==> src/rtl/psum_ofifo_pkg.sv <==
// Shared sizing for the mac_array south-edge output collector.
package psum_ofifo_pkg;

  localparam int PSUM_BW = 32;
  localparam int COL     = 2;
  localparam int DEPTH   = 8;

  // Pointer width for a queue of d entries; the count needs one extra bit.
  function automatic int clog2(input int d);
    return $clog2(d);
  endfunction

endpackage

==> src/rtl/psum_ofifo_if.sv <==
// Column psum stream from mac_array plus the downstream row-read handshake.
interface psum_ofifo_if
  import psum_ofifo_pkg::*;
#(
  parameter int psum_bw = PSUM_BW,
  parameter int col     = COL
);

  logic [psum_bw*col-1:0] in_s;
  logic [col-1:0]         valid_in;
  logic                   rd;
  logic [psum_bw*col-1:0] out;
  logic                   o_valid;
  logic                   o_full;
  logic                   overflow;

  // Environment side: mac_array feeding columns and the downstream reader.
  modport master (
    output in_s, valid_in, rd,
    input  out, o_valid, o_full, overflow
  );

  // Collector side.
  modport slave (
    input  in_s, valid_in, rd,
    output out, o_valid, o_full, overflow
  );

endinterface

==> src/rtl/psum_ofifo_col_queue.sv <==
// Single-column circular FIFO, first-word fall-through.
module psum_col_queue
  import psum_ofifo_pkg::*;
#(
  parameter int psum_bw = PSUM_BW,
  parameter int depth   = DEPTH
) (
  input  logic               clk,
  input  logic               reset_n,
  input  logic               wr,
  input  logic [psum_bw-1:0] din,
  input  logic               pop,
  output logic [psum_bw-1:0] dout,
  output logic               empty,
  output logic               full,
  output logic               drop
);

  localparam int PW = clog2(depth);
  localparam int CW = PW + 1;

  logic [psum_bw-1:0] mem_q [depth];
  logic [PW-1:0]      wr_ptr_q, wr_ptr_d;
  logic [PW-1:0]      rd_ptr_q, rd_ptr_d;
  logic [CW-1:0]      cnt_q, cnt_d;
  logic               wr_acc;

  assign empty  = (cnt_q == '0);
  assign full   = (cnt_q == CW'(depth));
  // A pop on the same edge frees the slot, so a full queue still accepts.
  assign wr_acc = wr & (~full | pop);
  assign drop   = wr & full & ~pop;
  assign dout   = mem_q[rd_ptr_q];

  // Next pointers and count; power-of-two depth lets pointers wrap naturally.
  always_comb begin
    wr_ptr_d = wr_ptr_q;
    rd_ptr_d = rd_ptr_q;
    cnt_d    = cnt_q;
    if (wr_acc) wr_ptr_d = wr_ptr_q + 1'b1;
    if (pop)    rd_ptr_d = rd_ptr_q + 1'b1;
    if (wr_acc && !pop)      cnt_d = cnt_q + 1'b1;
    else if (pop && !wr_acc) cnt_d = cnt_q - 1'b1;
  end

  // Pointer and count registers, cleared asynchronously.
  always_ff @(posedge clk or negedge reset_n) begin
    if (!reset_n) begin
      wr_ptr_q <= '0;
      rd_ptr_q <= '0;
      cnt_q    <= '0;
    end else begin
      wr_ptr_q <= wr_ptr_d;
      rd_ptr_q <= rd_ptr_d;
      cnt_q    <= cnt_d;
    end
  end

  // Storage array; contents need no reset because empty entries are never shown.
  always_ff @(posedge clk) begin
    if (wr_acc) mem_q[wr_ptr_q] <= din;
  end

endmodule

==> src/rtl/psum_ofifo.sv <==
// Aligns skewed per-column psums into row vectors for downstream storage.
module psum_ofifo
  import psum_ofifo_pkg::*;
#(
  parameter int psum_bw = PSUM_BW,
  parameter int col     = COL,
  parameter int depth   = DEPTH
) (
  input logic          clk,
  input logic          reset_n,
  psum_ofifo_if.slave  bus
);

  logic [psum_bw-1:0] head_w [col];
  logic [col-1:0]     empty_w, full_w, drop_w;
  logic               o_valid_w, pop_w;
  logic               overflow_q, overflow_d;

  assign o_valid_w = ~|empty_w;
  assign pop_w     = bus.rd & o_valid_w;

  for (genvar j = 0; j < col; j++) begin : g_col
    psum_col_queue #(
      .psum_bw (psum_bw),
      .depth   (depth)
    ) u_q (
      .clk     (clk),
      .reset_n (reset_n),
      .wr      (bus.valid_in[j]),
      .din     (bus.in_s[psum_bw*j +: psum_bw]),
      .pop     (pop_w),
      .dout    (head_w[j]),
      .empty   (empty_w[j]),
      .full    (full_w[j]),
      .drop    (drop_w[j])
    );
  end

  // Head row, forced to zero until every column has data.
  always_comb begin
    bus.out = '0;
    if (o_valid_w) begin
      for (int j = 0; j < col; j++) bus.out[psum_bw*j +: psum_bw] = head_w[j];
    end
  end

  assign bus.o_valid  = o_valid_w;
  assign bus.o_full   = |full_w;
  assign bus.overflow = overflow_q;

  // Any dropped beat latches the error flag until reset.
  always_comb overflow_d = overflow_q | (|drop_w);

  // Sticky overflow register.
  always_ff @(posedge clk or negedge reset_n) begin
    if (!reset_n) overflow_q <= 1'b0;
    else          overflow_q <= overflow_d;
  end

endmodule

==> src/flat_wrapper.sv <==
// flat-port wrapper written by rule: the top's interface ports become plain ports
module psum_ofifo_flat import psum_ofifo_pkg::*;
#(
  parameter int psum_bw = PSUM_BW,
  parameter int col     = COL,
  parameter int depth   = DEPTH
)
  (clk, reset_n, bus_in_s, bus_valid_in, bus_rd, bus_out, bus_o_valid, bus_o_full, bus_overflow);
  psum_ofifo_if #(.psum_bw(psum_bw), .col(col)) bus_i ();
  input logic clk;
  input logic reset_n;
  input wire logic [$bits(bus_i.in_s)-1:0] bus_in_s;
  input wire logic [$bits(bus_i.valid_in)-1:0] bus_valid_in;
  input wire logic [$bits(bus_i.rd)-1:0] bus_rd;
  output wire logic [$bits(bus_i.out)-1:0] bus_out;
  output wire logic [$bits(bus_i.o_valid)-1:0] bus_o_valid;
  output wire logic [$bits(bus_i.o_full)-1:0] bus_o_full;
  output wire logic [$bits(bus_i.overflow)-1:0] bus_overflow;
  assign bus_i.in_s = bus_in_s;
  assign bus_i.valid_in = bus_valid_in;
  assign bus_i.rd = bus_rd;
  assign bus_out = bus_i.out;
  assign bus_o_valid = bus_i.o_valid;
  assign bus_o_full = bus_i.o_full;
  assign bus_overflow = bus_i.overflow;
  psum_ofifo #(.psum_bw(psum_bw), .col(col), .depth(depth)) u_core (.clk(clk), .reset_n(reset_n), .bus(bus_i));
endmodule
==> config.mk <==
export PLATFORM = sky130hd
export DESIGN_NAME = psum_ofifo_flat
export DESIGN_NICKNAME = d
export VERILOG_FILES = /design/src/rtl/psum_ofifo_pkg.sv /design/src/rtl/psum_ofifo_if.sv /design/src/rtl/psum_ofifo_col_queue.sv /design/src/rtl/psum_ofifo.sv /design/src/flat_wrapper.sv
export SDC_FILE = /design/constraint.sdc
export NUM_CORES = 1
export LEC_CHECK = 0
export ABC_CLOCK_PERIOD_IN_PS = 4600
export CAP_MARGIN = 20
export CORE_MARGIN = 5
export CORE_UTILIZATION = 55
export CTS_CLUSTER_SIZE = 24
export DETAILED_ROUTE_END_ITERATION = 10
export PLACE_DENSITY = 0.77
export RECOVER_POWER = 50
export SYNTH_ARGS = -nofsm -noshare
export SYNTH_HDL_FRONTEND = slang
export SYNTH_SLANG_ARGS = --single-unit
==> constraint.sdc <==
create_clock -name clk -period 4.6 [get_ports clk]
set_input_delay 0.46 -clock clk [delete_from_list [all_inputs] [get_ports clk]]
set_output_delay 0.46 -clock clk [all_outputs]
set_load 0.05 [all_outputs]
### After elaboration in Yosys (flattened, before gate mapping)

Memory sizes are Yosys's and may differ from the RTL's.
Index checks and enable logic that the tools add are counted.
W data, S select, Z words.

| word-level totals | value |
|---|---|
| flip-flop bits (word level) | 21 |
| bits in latches | 0 |
| bits in writable memories | 512 |
| ROM bits | 0 |
| bits of input ports | 69 |
| output and inout port bits | 67 |
| word-level logic and storage cells | 56 |
| memories kept | 2 |

Memory list:

| name | words | bits a word | read ports | clocked after memory_dff | wr ports | RTL line | source |
|---|---|---|---|---|---|---|---|
| u_core.g_col[0].u_q.mem_q | 8 | 32 | 1 | 0 | 1 | psum_ofifo_col_queue.sv:22 | `logic [psum_bw-1:0] mem_q [depth];` |
| u_core.g_col[1].u_q.mem_q | 8 | 32 | 1 | 0 | 1 | psum_ofifo_col_queue.sv:22 |  |

| cells by class | value |
|---|---|
| add/sub/neg operators | 8 |
| multiply operators | 0 |
| div/mod/pow operators | 0 |
| magnitude comparators | 0 |
| equality and inequality tests | 2 |
| shift-type cells | 0 |
| multiplexer cells | 9 |
| bitwise gates (word level) | 13 |
| reduce and logical (&&, ||, !) cells | 15 |

Operator list:

| kind | count |
|---|---|
| $mux W64 | 1 |
| $mux W4 | 4 |
| $add A3 B1 Y3 const B | 4 |
| $add A4 B1 Y4 const B | 2 |
| $eq A4 B4 Y1 const B | 2 |
| $logic_not A4 Y1 | 2 |
| $sub A4 B1 Y4 const B | 2 |
| $and A1 B1 Y1 | 7 |
| $reduce_or A2 Y1 | 3 |
| $logic_and A1 B1 Y1 | 4 |
| $logic_not A1 Y1 | 4 |
| $mux W1 | 4 |
| $reduce_bool A2 Y1 | 2 |
| $not A1 Y1 | 3 |
| $or A1 B1 Y1 | 3 |

### Depth between registers and ports, before layout

| logic depth | value |
|---|---|
| depth after elaboration | 10 |
| depth in mapped cells | 10 |
| mapped depth without buffers | 9 |

### Hierarchy

Synthesis repeated with hierarchy kept, for this count alone.

| unflattened totals | value |
|---|---|
| cell total of the unflattened synthesis | 951 |
| area, all modules | 21590.7 sq um |

Modules (own cells, without submodules):

| module | instances | cells an instance | area an instance (sq um) | seq. area each (sq um) |
|---|---|---|---|---|
| psum_col_queue | 2 | 434 | 10376.2 | 7937.6 |
| psum_ofifo | 1 | 83 | 838.3 | 25.0 |

### Least setup slack after synthesis

OpenSTA, ideal clock, no wires.

| timing path | value |
|---|---|
| path type | register -> register |
| start point | reg u_core.g_col[0].u_q.cnt_q[0] |
| end point | mem u_core.g_col[0].u_q.mem_q[2][0] in the netlist's numbering, enable pin |
| setup time | 0.461 ns |
| arrival time | 3.299 ns |
| data required time | 4.139 ns |
| slack | 0.840 ns |
| stages on the path, launching flop included | 5 |
| buffers on the path | 1 |
| clock period less this slack | 3.760 ns |
| path through | dfrtp_1 or4b_1 clkbuf_1 o21ai_0 nor3_1 |

| between the ends | value |
|---|---|
| word-level cells in the longest chain between the ends | 8 |
| elaborated cells on any way between the ends | 10 |
| those cells by class | eq/ne (1); mux (2); bitwise (4); reduce/logical (3) |

RTL lines:

| what | RTL line | source |
|---|---|---|
| from (decl) | psum_ofifo_col_queue.sv:25 | `logic [CW-1:0] cnt_q, cnt_d;` |
| from (signal assigned) | psum_ofifo_col_queue.sv:55 | `cnt_q <= cnt_d;` |
| $logic_not A4 Y1 | psum_ofifo_col_queue.sv:28 | `assign empty = (cnt_q == '0);` |
| $reduce_or A2 Y1 | psum_ofifo.sv:19 | `assign o_valid_w = ~\|empty_w;` |
| $logic_not A1 Y1 | psum_ofifo.sv:19 |  |
| $and A1 B1 Y1 | psum_ofifo.sv:20 | `assign pop_w = bus.rd & o_valid_w;` |
| $or A1 B1 Y1 (*) | psum_ofifo_col_queue.sv:31 | `assign wr_acc = wr & (~full \| pop);` |
| $and A1 B1 Y1 (*) | psum_ofifo_col_queue.sv:31 |  |
| $mux W1 (*) | psum_ofifo_col_queue.sv:61 | `if (wr_acc) mem_q[wr_ptr_q] <= din;` |
| $mux W1 (implied by the code) (*) | psum_ofifo_col_queue.sv:61 |  |
| to (decl) | psum_ofifo_col_queue.sv:22 |  |

Mark *: on every way between the ends. The rest lies on a longest branch, timed or not.

### Worst setup path after layout

| timing path | value |
|---|---|
| start point | reg u_core.g_col[0].u_q.rd_ptr_q[1] |
| end point | out bus_out[21] |

| between the ends | value |
|---|---|
| word-level cells in the longest chain between the ends | 2 |

RTL lines:

| what | RTL line | source |
|---|---|---|
| from (decl) | psum_ofifo_col_queue.sv:24 | `logic [PW-1:0] rd_ptr_q, rd_ptr_d;` |
| from (signal assigned) | psum_ofifo_col_queue.sv:54 | `rd_ptr_q <= rd_ptr_d;` |
| $mem_v2 Z8 W32 | -- |  |
| $mux W64 | psum_ofifo.sv:42 | `if (o_valid_w) begin` |
| to (decl) | flat_wrapper.sv:15 | `output wire logic [$bits(bus_i.out)-1:0] bus_out;` |

No other way between the ends.

==> results by group <==
Final layout
  • Area of the multi-input gates: 4400 µm²
  • Layout fillers: approximately 2300
  • Register area: approximately 16000 µm²
  • Final Instance Area: 24100 µm²
  • Layout Utilization: 0.660
  • Share of post-route cells with drive strength above 1: 0.231
  • Area grow syn2layout: 18.3%
  • Nets@finish: ~1100

Detailed routing
  • Post-route DRC: 0
  • Final routed wirelength across all metal layers: approximately 40000 µm
  • DR WL/cell: around 26 µm
  • Iteration-0 DRC Markers: 749
  • Count of antenna-violating nets left after detailed routing: 0
  • Post-detailed-route via-to-cell ratio: 6.13
  • Vias after detailed routing: slightly below 10000
  • Number of iterations in the first detailed-routing pass: 7

Logic synthesis
  • Leading cell type by number of instances after synthesis: edfxtp_1
  • Most frequently used flop master after synthesis: edfxtp_1
  • Number of instances in the synthesized netlist: a little under 900
  • EDFF count, synth: 512
  • Leading cell types by total area after synthesis: edfxtp_1 75%, mux4_2 14%, a22o_1 2.7%
  • Post-synth top cells: 512 x edfxtp_1, 128 x mux4_2, 64 x a22o_1, 28 x clkbuf_1, 21 x dfrtp_1
  • Register area share after synthesis: 0.779
  • Synthesized area per cell: 23.0 µm²
  • Total number of yosys warnings: 0
  • Netlist area before placement: just over 20000 µm²
  • Synth cell types: 36
  • Nets in the synthesized netlist: between 900 and 1000
  • Fraction of post-synthesis cell area in the top cell type by area: 0.753
  • Flops & latches, synth: ~530
  • Cell type contributing the most total cell area after synthesis: edfxtp_1
  • Share of synthesized registers carrying an async set or reset: 0.0394

Clock tree
  • TritonCTS clock tree: built
  • Clock latency on the worst-skew pair: approximately 0.60 ns
  • Max H-tree Level: 2
  • Clock transition time at the flip-flop clock pins of the worst setup and hold paths: roughly 0.070 ns
  • Hold buffer count at cts: 0
  • CTS sink cnt: 533
  • Inserted Clock Buffers: 52
  • Setup fix buffers added after clock tree synthesis: 0
  • Clk buf depth: 3
  • Buffer cell driving the clock tree root: clkbuf_16
  • Number of resized instances in the post-cts repair step: 0

STA
  • Post-route fraction of the period consumed by the critical path: 0.842
  • Final hold violations: 0
  • Slew Limit Fails: roughly 50
  • Worst clock skew: between 0.01 and 0.015 ns
  • Transition time at the pin with the least slew margin: ~2.3 ns
  • Slew Limit Headroom: -0.536
  • Final setup viols: 0
  • Timing-limited maximum frequency: 258 MHz
  • Setup total negative slack: 0 ns
  • RSZ-0062 raised after global routing: false
  • Time the worst path needs with I/O delays and setup: between 3 and 4 ns

Floorplan
  • Starting Density: 0.558
  • Chip Width: 203 µm
  • Core Region: 36600 µm²
  • Number of rows in the core area: 70
  • Die Footprint: ~41000 µm²
  • Vertical die dimension: 203 µm
  • I/O Pins: about 140

Place
  • Total cell area at the placement stage: approximately 23000 µm²
  • Final estimated routing congestion in global placement: 0.750
  • Placed wire-length estimate: 23200 µm
  • Port Buf Inserts: around 140

Power and ir drop
  • Pwr dens: 741 nW/µm²
  • Static leakage: just under 8 nW
  • Pwr Total: roughly 0.018 W
  • VDD IR-drop max: between 0.0006 and 0.0007 V

Setup path
  • Critical path arrival: 3.41 ns
  • Critical path peak fanout: 44
  • Crit path buf inv count: 2
  • Ordered cell list for the critical path: buf_4 > mux4_2 > a22o_1 > clkdlybuf4s50_1
  • Path type of the worst setup path: register to primary output
  • Critical Path Slowest Stage Cell: dfrtp_2
  • Setup crit end kind: primary output
  • Critical path required time: 4.14 ns
  • Largest stage delay on the critical path: between 1 and 1.5 ns
  • Kind of start point of the critical path: register
  • CP delay by family, top: buffers and inverters

Global routing
  • Global-route wire length before repair: 63200 µm
  • Largest net degree at the start of global routing: 45
  • Vias in the first global route: around 10000
  • Total GRT Usage: 0.203
  • Total overflow reported by the global router: 0
  • Number of antenna violations at the first check in global routing: 6

Outcome
  • Run status: complete, but fails checks
  • Violations in the final reports: capacitance limit, slew limit

Min path
  • Worst hold-check path type: input port to async pin

Run
  • Max_cap viols: 2
[area by class of cell]
| cell class | instances | share of cell area |
|---|---|---|
| Timing Repair Buffer | 165 | 0.0672 |
| Multi-Input combinational cell | 303 | 0.182 |
| Clock buffer | 68 | 0.0585 |
| Tap cell | 468 | 0.0243 |
| Antenna cell | 3 | 0.000311 |
| Inverter | 6 | 0.000933 |
| Clock inverter | 23 | 0.00783 |
| Sequential cell | 533 | 0.659 |
[logic make-up after synthesis]
logic type	count (synthesis)	synth area share
adders and majority gates	12	0.00809
and+or+nand+nor	55	0.0158
xor gates and xnor gates	12	0.00515
AOI/OAI and AO/OA	88	0.0361
buffers and inverters	52	0.0104
muxes	136	0.146
DFF	533	0.779
[through the flow]
| stage | setup slack (ns) | cells | hold WS [ns] |
|---|---|---|---|
| global route | 0.622 | 1566 | 0.523 |
| CTS | 0.677 | 1566 | 0.411 |
| global placement | 1.34 | 1475 | 0.472 |
| finish | 0.726 | 1569 | 0.471 |
| detailed placement | 1.25 | 1475 | 0.483 |
| floorplan | 0.840 | 888 | 0.164 |
[worst paths after layout]
path,startpoint,end,slack [ns],cells after the start
hold reg to reg,u_core.g_col[1].u_q.wr_ptr_q[2],u_core.g_col[1].u_q.wr_ptr_q[2],0.50,1
hold / removal,reset_n,u_core.g_col[0].u_q.cnt_q[0],0.47,1
setup / recovery,u_core.g_col[0].u_q.rd_ptr_q[1],bus_out[21],0.73,4
max in group asynchronous,reset_n,u_core.g_col[1].u_q.rd_ptr_q[0],3.43,1
setup reg to reg,u_core.g_col[1].u_q.cnt_q[0],u_core.g_col[1].u_q.cnt_q[3],1.26,9
min in group clk,u_core.g_col[1].u_q.wr_ptr_q[2],u_core.g_col[1].u_q.wr_ptr_q[2],0.50,1
[sequential cells by signal, summed over array words and instances (netlist names)]
name and count:
u_core.g_col.u_q.mem_q 512, u_core.g_col.u_q.cnt_q 8, u_core.g_col.u_q.rd_ptr_q 6, u_core.g_col.u_q.wr_ptr_q 6, u_core.bus.overflow 1
[power by group]
group          switching (W)  internal [W]
sequential          0.000497       0.00614
combinational        0.00440       0.00289
clock                0.00171       0.00227
total                0.00661        0.0113
[routing by layer]
metal | vias up | track usage | share of wire | wire length (µm)
met1 | 5080 | 0.280 | 0.41 | 16600
met2 | 316 | 0.341 | 0.51 | 20800
li1 | 4159 | - | - | -
met5 | - | 0 | 0.00061 | 25
met4 | 4 | 0.0541 | 0.019 | 759
met3 | 65 | 0.0374 | 0.062 | 2530
[worst register-to-register path: cells and delay by family, from the launching register on]
kind / cells / cell delay (ns)
flops: 1 / 0.50
fa+ha+maj: 2 / 0.59
simple gates: 2 / 1.16
compound gates: 3 / 0.67
buf+inv: 2 / 0.27
[layout by cell type (no fill, tap or decap), drive strengths merged, types with 7 or more instances in the layout]
master	n
edfxtp	512
mux4	128
clkdlybuf4s50	69
clkbuf	69
dlygate4sd3	66
a22o	64
buf	29
dfrtp	21
clkinv	19
nor3	16
nand2	10
xnor2	10
ha	10
inv	8
nor2	7
(Power assumes the default switching activity.)
